`config.mk`:
```
export PLATFORM = sky130hd
export DESIGN_NAME = count_one_stream
export DESIGN_NICKNAME = d
export VERILOG_FILES = /design/src/rtl/count_one_pkg.sv /design/src/rtl/count_one_mode.sv /design/src/rtl/count_one_stream.sv
export SDC_FILE = /design/constraint.sdc
export NUM_CORES = 1
export LEC_CHECK = 0
export CAP_MARGIN = 20
export CORE_UTILIZATION = 45
export DETAILED_ROUTE_END_ITERATION = 10
export PLACE_DENSITY = 0.67
export SLEW_MARGIN = 20
export SYNTH_ARGS = -nofsm -noshare
export SYNTH_HDL_FRONTEND = slang
export SYNTH_SLANG_ARGS = --single-unit
```
`constraint.sdc`:
```
create_clock -name clk -period 3.3 [get_ports clk]
set_input_delay 0.33 -clock clk [delete_from_list [all_inputs] [get_ports clk]]
set_output_delay 0.33 -clock clk [all_outputs]
set_load 0.01 [all_outputs]
```
`src/rtl/count_one_pkg.sv`:
```
// count_one_pkg
//   Shared types and helpers for the count_one streaming counter.
//   mode_t    : selects what each beat counts (all ones, ones from bit 0,
//               ones from the MSB, all zeros).
//   cnt_width : bits needed to hold a count in 0..w inclusive.
package count_one_pkg;

  typedef enum logic [1:0] {
    MODE_ALL  = 2'd0,
    MODE_CONT = 2'd1,
    MODE_LEAD = 2'd2,
    MODE_ZERO = 2'd3
  } mode_t;

  // A count can reach w itself, hence one bit more than $clog2(w).
  function automatic int cnt_width(input int w);
    return $clog2(w) + 1;
  endfunction

endpackage

```
`src/rtl/count_one_mode.sv`:
```
// count_one_mode
//   Combinational per-beat counter.
//   data  : bits to count
//   mode  : MODE_ALL  -> popcount(data)
//           MODE_CONT -> run of ones starting at bit 0
//           MODE_LEAD -> run of ones starting at bit WIDTH-1
//           MODE_ZERO -> popcount(~data)
//   count : result, 0..WIDTH
module count_one_mode
  import count_one_pkg::*;
#(
  parameter int WIDTH = 32
) (
  input  logic [WIDTH-1:0]            data,
  input  mode_t                       mode,
  output logic [cnt_width(WIDTH)-1:0] count
);

  localparam int CW = cnt_width(WIDTH);

  logic [CW-1:0] ones_cnt;
  logic [CW-1:0] cont_cnt;
  logic [CW-1:0] lead_cnt;
  logic          run_lo;
  logic          run_hi;

  // One pass over the word builds all three counts. The run flags stay high
  // only while every bit seen so far from that end has been a one.
  always_comb begin
    // NOTE: every variable gets a default before the loop so no path leaves
    // it unassigned (no latch), and blocking '=' is used so each iteration
    // sees the value written by the previous one.
    ones_cnt = '0;
    cont_cnt = '0;
    lead_cnt = '0;
    run_lo   = 1'b1;
    run_hi   = 1'b1;
    for (int i = 0; i < WIDTH; i++) begin
      ones_cnt = ones_cnt + CW'(data[i]);
      run_lo   = run_lo & data[i];
      cont_cnt = cont_cnt + CW'(run_lo);
      run_hi   = run_hi & data[WIDTH-1-i];
      lead_cnt = lead_cnt + CW'(run_hi);
    end
  end

  always_comb begin
    count = ones_cnt;
    case (mode)
      MODE_ALL:  count = ones_cnt;
      MODE_CONT: count = cont_cnt;
      MODE_LEAD: count = lead_cnt;
      MODE_ZERO: count = CW'(WIDTH) - ones_cnt;
      default:   count = ones_cnt;
    endcase
  end

endmodule

```
`src/rtl/count_one_stream.sv`:
```
// count_one_stream
//   Pipelined multi-mode bit counter with valid/ready flow control and a
//   saturating per-packet running total.
//
//   clk, rst_n          : clock, asynchronous active-low reset
//   in_valid / in_ready : input handshake; beat accepted when both are high
//   in_data             : bits to count
//   in_mode             : counting mode (mode_t)
//   in_last             : beat closes the current packet
//   out_valid/out_ready : output handshake
//   out_count           : per-beat count
//   out_total           : packet running total including this beat,
//                         clamped to 2^TOTAL_WIDTH-1
//   out_sat             : total has saturated (sticky within the packet)
//   out_last            : in_last of this beat
//
//   A beat spends STAGES cycles in the pipe. Stage 0 registers the count;
//   the remaining stages are delay registers; the final stage also adds the
//   count into the packet accumulator as the beat enters it.
module count_one_stream
  import count_one_pkg::*;
#(
  parameter int WIDTH       = 32,
  parameter int STAGES      = 2,
  parameter int TOTAL_WIDTH = 16
) (
  input  logic                        clk,
  input  logic                        rst_n,
  input  logic                        in_valid,
  output logic                        in_ready,
  input  logic [WIDTH-1:0]            in_data,
  input  mode_t                       in_mode,
  input  logic                        in_last,
  output logic                        out_valid,
  input  logic                        out_ready,
  output logic [cnt_width(WIDTH)-1:0] out_count,
  output logic [TOTAL_WIDTH-1:0]      out_total,
  output logic                        out_sat,
  output logic                        out_last
);

  localparam int CW = cnt_width(WIDTH);

  logic [CW-1:0]          mode_count;
  logic [STAGES-1:0]      stage_valid;
  logic [STAGES-1:0]      stage_last;
  logic [CW-1:0]          stage_count [STAGES];
  logic [STAGES-1:0]      adv;

  logic [TOTAL_WIDTH-1:0] acc_q;
  logic                   sat_acc_q;
  logic [TOTAL_WIDTH-1:0] total_q;
  logic                   sat_q;

  count_one_mode #(
    .WIDTH (WIDTH)
  ) u_mode (
    .data  (in_data),
    .mode  (in_mode),
    .count (mode_count)
  );

  // A stage may load when the next one is moving or it holds nothing.
  // Built from the output back so in_ready depends on out_ready and the
  // registered valids only, never on in_valid.
  always_comb begin
    adv = '0;
    adv[STAGES-1] = out_ready || !stage_valid[STAGES-1];
    for (int i = STAGES - 2; i >= 0; i--) begin
      adv[i] = adv[i+1] || !stage_valid[i];
    end
  end

  assign in_ready = adv[0];

  for (genvar i = 0; i < STAGES; i++) begin : g_stage
    logic          valid_r;
    logic          last_r;
    logic [CW-1:0] count_r;
    logic          prev_valid;
    logic          prev_last;
    logic [CW-1:0] prev_count;

    if (i == 0) begin : g_src_in
      assign prev_valid = in_valid;
      assign prev_last  = in_last;
      assign prev_count = mode_count;
    end else begin : g_src_stage
      assign prev_valid = stage_valid[i-1];
      assign prev_last  = stage_last[i-1];
      assign prev_count = stage_count[i-1];
    end

    if (i < STAGES - 1) begin : g_delay
      // NOTE: sequential state uses non-blocking '<=' so every register
      // samples pre-edge values and stage order in the source is irrelevant.
      always_ff @(posedge clk or negedge rst_n) begin
        if (!rst_n) begin
          valid_r <= 1'b0;
          last_r  <= 1'b0;
          count_r <= '0;
        end else if (adv[i]) begin
          valid_r <= prev_valid;
          if (prev_valid) begin
            last_r  <= prev_last;
            count_r <= prev_count;
          end
        end
      end
    end else begin : g_final
      // Sum one bit wider than the accumulator; its MSB flags overflow.
      logic [TOTAL_WIDTH:0]   sum;
      logic [TOTAL_WIDTH-1:0] new_total;
      logic                   new_sat;

      assign sum       = {1'b0, acc_q} + {{(TOTAL_WIDTH + 1 - CW){1'b0}}, prev_count};
      assign new_total = sum[TOTAL_WIDTH] ? {TOTAL_WIDTH{1'b1}} : sum[TOTAL_WIDTH-1:0];
      assign new_sat   = sat_acc_q | sum[TOTAL_WIDTH];

      // Everything here only moves with adv, so a stalled result holds and
      // the accumulator is not charged twice for the same beat.
      always_ff @(posedge clk or negedge rst_n) begin
        if (!rst_n) begin
          valid_r   <= 1'b0;
          last_r    <= 1'b0;
          count_r   <= '0;
          total_q   <= '0;
          sat_q     <= 1'b0;
          acc_q     <= '0;
          sat_acc_q <= 1'b0;
        end else if (adv[i]) begin
          valid_r <= prev_valid;
          if (prev_valid) begin
            last_r  <= prev_last;
            count_r <= prev_count;
            total_q <= new_total;
            sat_q   <= new_sat;
            if (prev_last) begin
              acc_q     <= '0;
              sat_acc_q <= 1'b0;
            end else begin
              acc_q     <= new_total;
              sat_acc_q <= new_sat;
            end
          end
        end
      end
    end

    assign stage_valid[i] = valid_r;
    assign stage_last[i]  = last_r;
    assign stage_count[i] = count_r;
  end

  assign out_valid = stage_valid[STAGES-1];
  assign out_last  = stage_last[STAGES-1];
  assign out_count = stage_count[STAGES-1];
  assign out_total = total_q;
  assign out_sat   = sat_q;

endmodule

```
==> Word-level counts from Yosys, hierarchy flattened <==
Cells that the tools add are included.
{ "word_totals": {"register_bits": 50, "output_inout_bits": 26, "word_cells": 182} }
{ "op_classes": {"add_sub_neg": 95, "n_eq_ne": 3, "n_mux": 4, "n_bitwise": 63, "n_reduce_logical": 7} }
{ "ops": {"columns": ["op", "n"], "rows": [
  ["$add 6x1->6", 90],
  ["$and 1x1->1", 62],
  ["$mux 16", 2],
  ["$pmux 6 s4", 1],
  ["$add 16x6->17", 1],
  ["$add 1x1->2", 3],
  ["$sub 6x6->6 const A", 1],
  ["$eq 2x2->1 const B", 2],
  ["$reduce_and 2->1", 2],
  ["$eq 2x1->1 const B", 1],
  ["$logic_not 1->1", 2],
  ["$logic_not 2->1", 1],
  ["$logic_or 1x1->1", 2],
  ["$mux 1", 1],
  ["$or 1x1->1", 1]
]} }

==> Depth between registers and ports, before layout <==
{ "depth": {"ltp_word": 33, "ltp_mapped": 27, "mapped_depth_nobuf": 27} }

==> Modules after synthesis <==
Synthesis repeated with hierarchy kept, for this count alone.
{ "unflattened": {"cells_unflattened": 601, "area_unflattened_um2": 5602.9} }
{ "modules_own_cells": {"columns": ["module", "instances", "cells_each", "area_per_inst_um2", "seq_area_each_um2"], "rows": [
  ["count_one_mode", 1, 354, 3085.5, 0.0],
  ["count_one_stream", 1, 247, 2517.4, 1251.2]
]} }

==> Worst setup path before layout <==
Ideal clock, no wire load.
{ "synth_timing": {"path_kind": "input port to flip-flop", "start": "input in_data[0]", "end": "register g_stage[0].count_r[4]", "setup_time_ns": 0.104, "arrival_ns": 6.373, "required_ns": 3.196, "setup_slack_ns": -3.176, "stages": 24, "cell_sequence": "ha_1 -> nand2_1 -> nor4_4 -> and3_1 -> and3_1 -> and2b_1 -> and2_1 -> fa_1 -> inv_1 -> fa_1 -> inv_1 -> fa_1 -> fa_1 -> fa_1 -> fa_1 -> fa_1 -> inv_1 -> fa_1 -> nor2b_1 -> o21a_1 -> o21ai_0 -> or3b_1 -> a211o_1 -> o311ai_1"} }
{ "synth_via": {"elab_chain_len": 33, "word_cells_on_any_way": 97} }
{ "synth_rtl": {"columns": ["element", "line_no", "text"], "rows": [
  ["start, declared", "count_one_stream.sv:31", "input logic [WIDTH-1:0] in_data,"],
  ["$add 1x1->2 or $and 1x1->1 (tied branches)", "count_one_mode.sv:39, count_one_mode.sv:40", null],
  ["$add 6x1->6, or another cell as far along (30 in series)", "count_one_mode.sv:39", "ones_cnt = ones_cnt + CW'(data[i]);"],
  ["$sub 6x6->6 or $add 6x1->6 (tied branches)", "count_one_mode.sv:53, count_one_mode.sv:41", null],
  ["$pmux 6 s4 (*)", "count_one_mode.sv:49", "case (mode)"],
  ["end signal, assigned", "count_one_stream.sv:106", "count_r <= prev_count;"],
  ["end, declared", "count_one_stream.sv:79", "logic [CW-1:0] count_r;"]
]} }
Every way passes the cells marked *; elsewhere a longest branch is shown, timed or not.
A chain may end at the register's enable or synchronous reset.

==> Worst setup path in the final report <==
{ "layout_timing": {"start": "input in_data[6]", "end": "register g_stage[0].count_r[4]"} }
{ "layout_via": {"elab_chain_len": 28, "word_cells_on_any_way": 94} }
{ "layout_rtl": {"columns": ["element", "line_no"], "rows": [
  ["$add 6x1->6 or $and 1x1->1 (tied branches)", "count_one_mode.sv:39, count_one_mode.sv:40"],
  ["$add 6x1->6, or another cell as far along (25 in series)", "count_one_mode.sv:39"],
  ["$sub 6x6->6 or $add 6x1->6 (tied branches)", "count_one_mode.sv:53, count_one_mode.sv:41"],
  ["$pmux 6 s4 (*)", "count_one_mode.sv:49"]
]} }
Marked as above.

==> results.cfg <==
[logic_synthesis]
yosysWarnings = 0
ys_seq_area_share_pct = 23.0
synthCells = 580
synth_cell_types = 66
ys_ff_latch = 50
synth_top_family_by_area = adder cells
synth_xor_area_share_pct = 3.06
synth_mux_area_share_pct = 0.782
syn_nets = 723
synth-simple-area-share_pct = 18.1
synth-async-reset-ratio_pct = 100
synth.avg_cell_area_um2 = 9.38
synth-edff-count = 0
synth_compound_area_share_pct = 13.5
synth_fa_ha_area_share_pct = 34.0
ys.flop_type = dfrtp_1
synth_area_um2 = 5440

[floorplan]
die_w_um = 112
die_h_um = 112
rows = 39
die_area_um2 = 12500
start_util_pct = 46.8
coreArea_um2 = 11600
pin_count = 65

[worst_setup_path]
worstRegToRegCells = 9
crit_path_end_kind = register
critPathLaunch = in_data[6]
crit_path_start_kind = input port
worstReg2RegStart = g_stage[0].count_r[0]
cp_max_fo = 4
crit_required_ns = 3.49
worstSetupPathType = input port to register
cp_data_arrival_time_ns = 6.17

[outcome]
status = finished, violations left
violations = design-rule violations, negative setup slack

[placement]
dp.cells = 876
portBuffers = 64
globalplace.congestion = 0.922
dp_hpwl_um = 12100
preCtsSetupSlack_ns = -3.38

[clock_tree]
cts-root-buf = clkbuf_16
cts_hold_buf = 0
clkTransAtPathRegs_ns = 0.06
clockBufferDepth = 2
insertion_delay_ns = 0.29
cts_htree_levels = 2
numCtsBuffers = 5
cts_tree = done
cts_num_sinks = 50

[global_routing]
grt_pass1_vias = 5095
overflow = 0
antenna_found_initial = 0
grt_util_all_layers_pct = 24.2
grt_max_degree = 51
grt_pass1_wl_um = 23900

[timing]
worst_pin_slew_ns = 0.628
finalCriticalPeriod_ns = 5.98
setup_ws_ns = -2.68
setup_viol = 6
maxSlewViolCount = 0
rsz0062_at_grt = true
hold_viol = 0
fin_crit_sh_pct = 181
skew_ns = 0.00480
fmax_mhz = 167
slew_headroom_pct = 58.1

[routing]
postRouteAntennaNets = 0
drt-initial-drc-count = 227
drtPass1Iterations = 11
vias_per_cell = 5.18
drc = 1
via_count = 4731
wl_per_cell_um = 16.0
wirelength_um = 14600

[cells_and_area]
nets = 913
antenna_cells = 0
areaGrowthSynthToFinish_pct = 38.6
regArea_um2 = 1250
drive_gt1_share_pct = 29.3
stdcell_count = 914
fillCellCount = 985
multiInputGateArea_um2 = 4020

[power_and_ir_drop]
powerDensity_nw_per_um2 = 698
finalPower_mw = 5.26
p_leak_nw = 3.77
vdd_drop_max_v = 0.000842

[flow_run]
drv_cap = 0

[worst_hold_path]
min_path_type = input port to async pin
## power breakdown
group / switching, mW / total [mW] / internal, mW / leakage (nW)
Sequential: 0.131 / 0.921 / 0.789 / 0.635
Combinational: 1.86 / 3.82 / 1.96 / 3.06
Clock: 0.216 / 0.516 / 0.301 / 0.0739
Total: 2.21 / 5.26 / 3.05 / 3.77
## metrics by stage
step | hold WS, ns | area [um2] | util (%) | setup TNS [ns]
finish | 0.0540 | 7540 | 64.9 | -14.75
global route | 0.119 | 7540 | 64.9 | -15.97
CTS | 0.298 | 7450 | 64.2 | -15.45
detailed placement | 0.466 | 7050 | 60.7 | -18.86
global placement | 0.458 | 7050 | 60.7 | -17.99
floorplan | 0.0344 | 5520 | - | -14.26
## flip-flops by register name (all words and copies together), names as in the netlist
signal / cells
acc_q: 16
g_stage.count_r: 6
g_stage.last_r: 1
g_stage.valid_r: 1
out_count: 6
out_last: 1
out_sat: 1
out_total: 16
out_valid: 1
sat_acc_q: 1
## layout make-up
| type | instances | area share (%) |
|---|---|---|
| multi-input combinational | 421 | 53.3 |
| timing repair buffer | 196 | 21.0 |
| clock inverter | 1 | 0.0664 |
| clock buffer | 7 | 1.89 |
| tap | 143 | 2.37 |
| inverter | 96 | 4.78 |
| sequential | 50 | 16.6 |
## path summary, 6_finish.rpt
path,end,slack (ns)
setup / recovery,g_stage[0].count_r[4],-2.68
hold / removal,out_count[3],0.05
setup reg to reg,acc_q[13],0.88
hold reg to reg,out_count[1],0.48
max in group asynchronous,acc_q[13],2.82
min in group clk,out_count[1],0.48
## worst max-delay path, stage by stage
cell and delay, ns:
clkdlybuf4s15_2 0.19, nand3_2 0.10, nor4_4 0.31, and3_4 0.24
and3_4 0.17, and2b_1 0.15, and2_4 0.14, fa_1 0.41
inv_2 0.06, fa_1 0.42, inv_2 0.07, fa_1 0.43
fa_1 0.52, fa_1 0.43, fa_1 0.51, fa_2 0.22
inv_2 0.05, fa_2 0.35, nor2b_1 0.12, o21a_1 0.15
nor3_1 0.05, or3b_1 0.36, a211o_1 0.29, o311ai_2 0.09
## per-layer routing
| metal | wire [um] | GRT usage [%] | vias to the layer above |
|---|---|---|---|
| met2 | 7750 | 45.7 | 110 |
| li1 | - | - | 2287 |
| met5 | 0 | 0 | - |
| met4 | 527 | 9.87 | 0 |
| met3 | 390 | 1.96 | 32 |
| met1 | 5920 | 28.2 | 2302 |
## Yosys cell counts, drive strengths merged (5+ instances only)
master | count | area, um2
xor2 | 6 | 52.6
inv | 96 | 360
a31oi | 8 | 50.1
dfrtp | 50 | 1250
nor2 | 42 | 165
nand2 | 57 | 214
a211oi | 7 | 75.1
clkbuf | 10 | 37.5
and2 | 18 | 113
ha | 31 | 388
nand3 | 11 | 55.1
nor2b | 5 | 38.8
nor3 | 10 | 50.1
a21oi | 31 | 155
nor4 | 9 | 77.6
a21o | 8 | 61.3
o21ai | 25 | 125
and3 | 12 | 76.3
fa | 73 | 1460
xnor2 | 13 | 114
## what timing repair did
item / in CTS / in global routing
setup buffers: 26 / 5
endpoints found under the setup margin: 6 / 6
gates resized for setup: 108 / 29
pin swaps: 44 / 29
## logic make-up after synthesis
logic type	Yosys count
buf+inv	109
flops	50
fa+ha+maj	104
simple gates	187
compound gates	108
xor+xnor	19
mux	3
## layout by cell type (no fill, tap or decap), types with 6 or more instances in the layout
cell type,netlist,final
nor2_1,41,40
ha_1,31,30
o21ai_0,22,18
a21o_1,7,7
inv_1,95,91
buf_4,0,130
nor3_1,10,8
nand2_1,57,53
o21ai_1,3,7
and2_1,18,17
nand3_1,11,7
a21oi_1,31,28
fa_1,73,69
buf_2,1,8
dlygate4sd2_1,0,8
and3_4,0,6
buf_6,0,8
clkdlybuf4s50_1,0,31
a31oi_1,8,8
dfrtp_1,50,50
xnor2_1,13,12
xor2_1,6,6
Power figures use the tool's default switching activity.
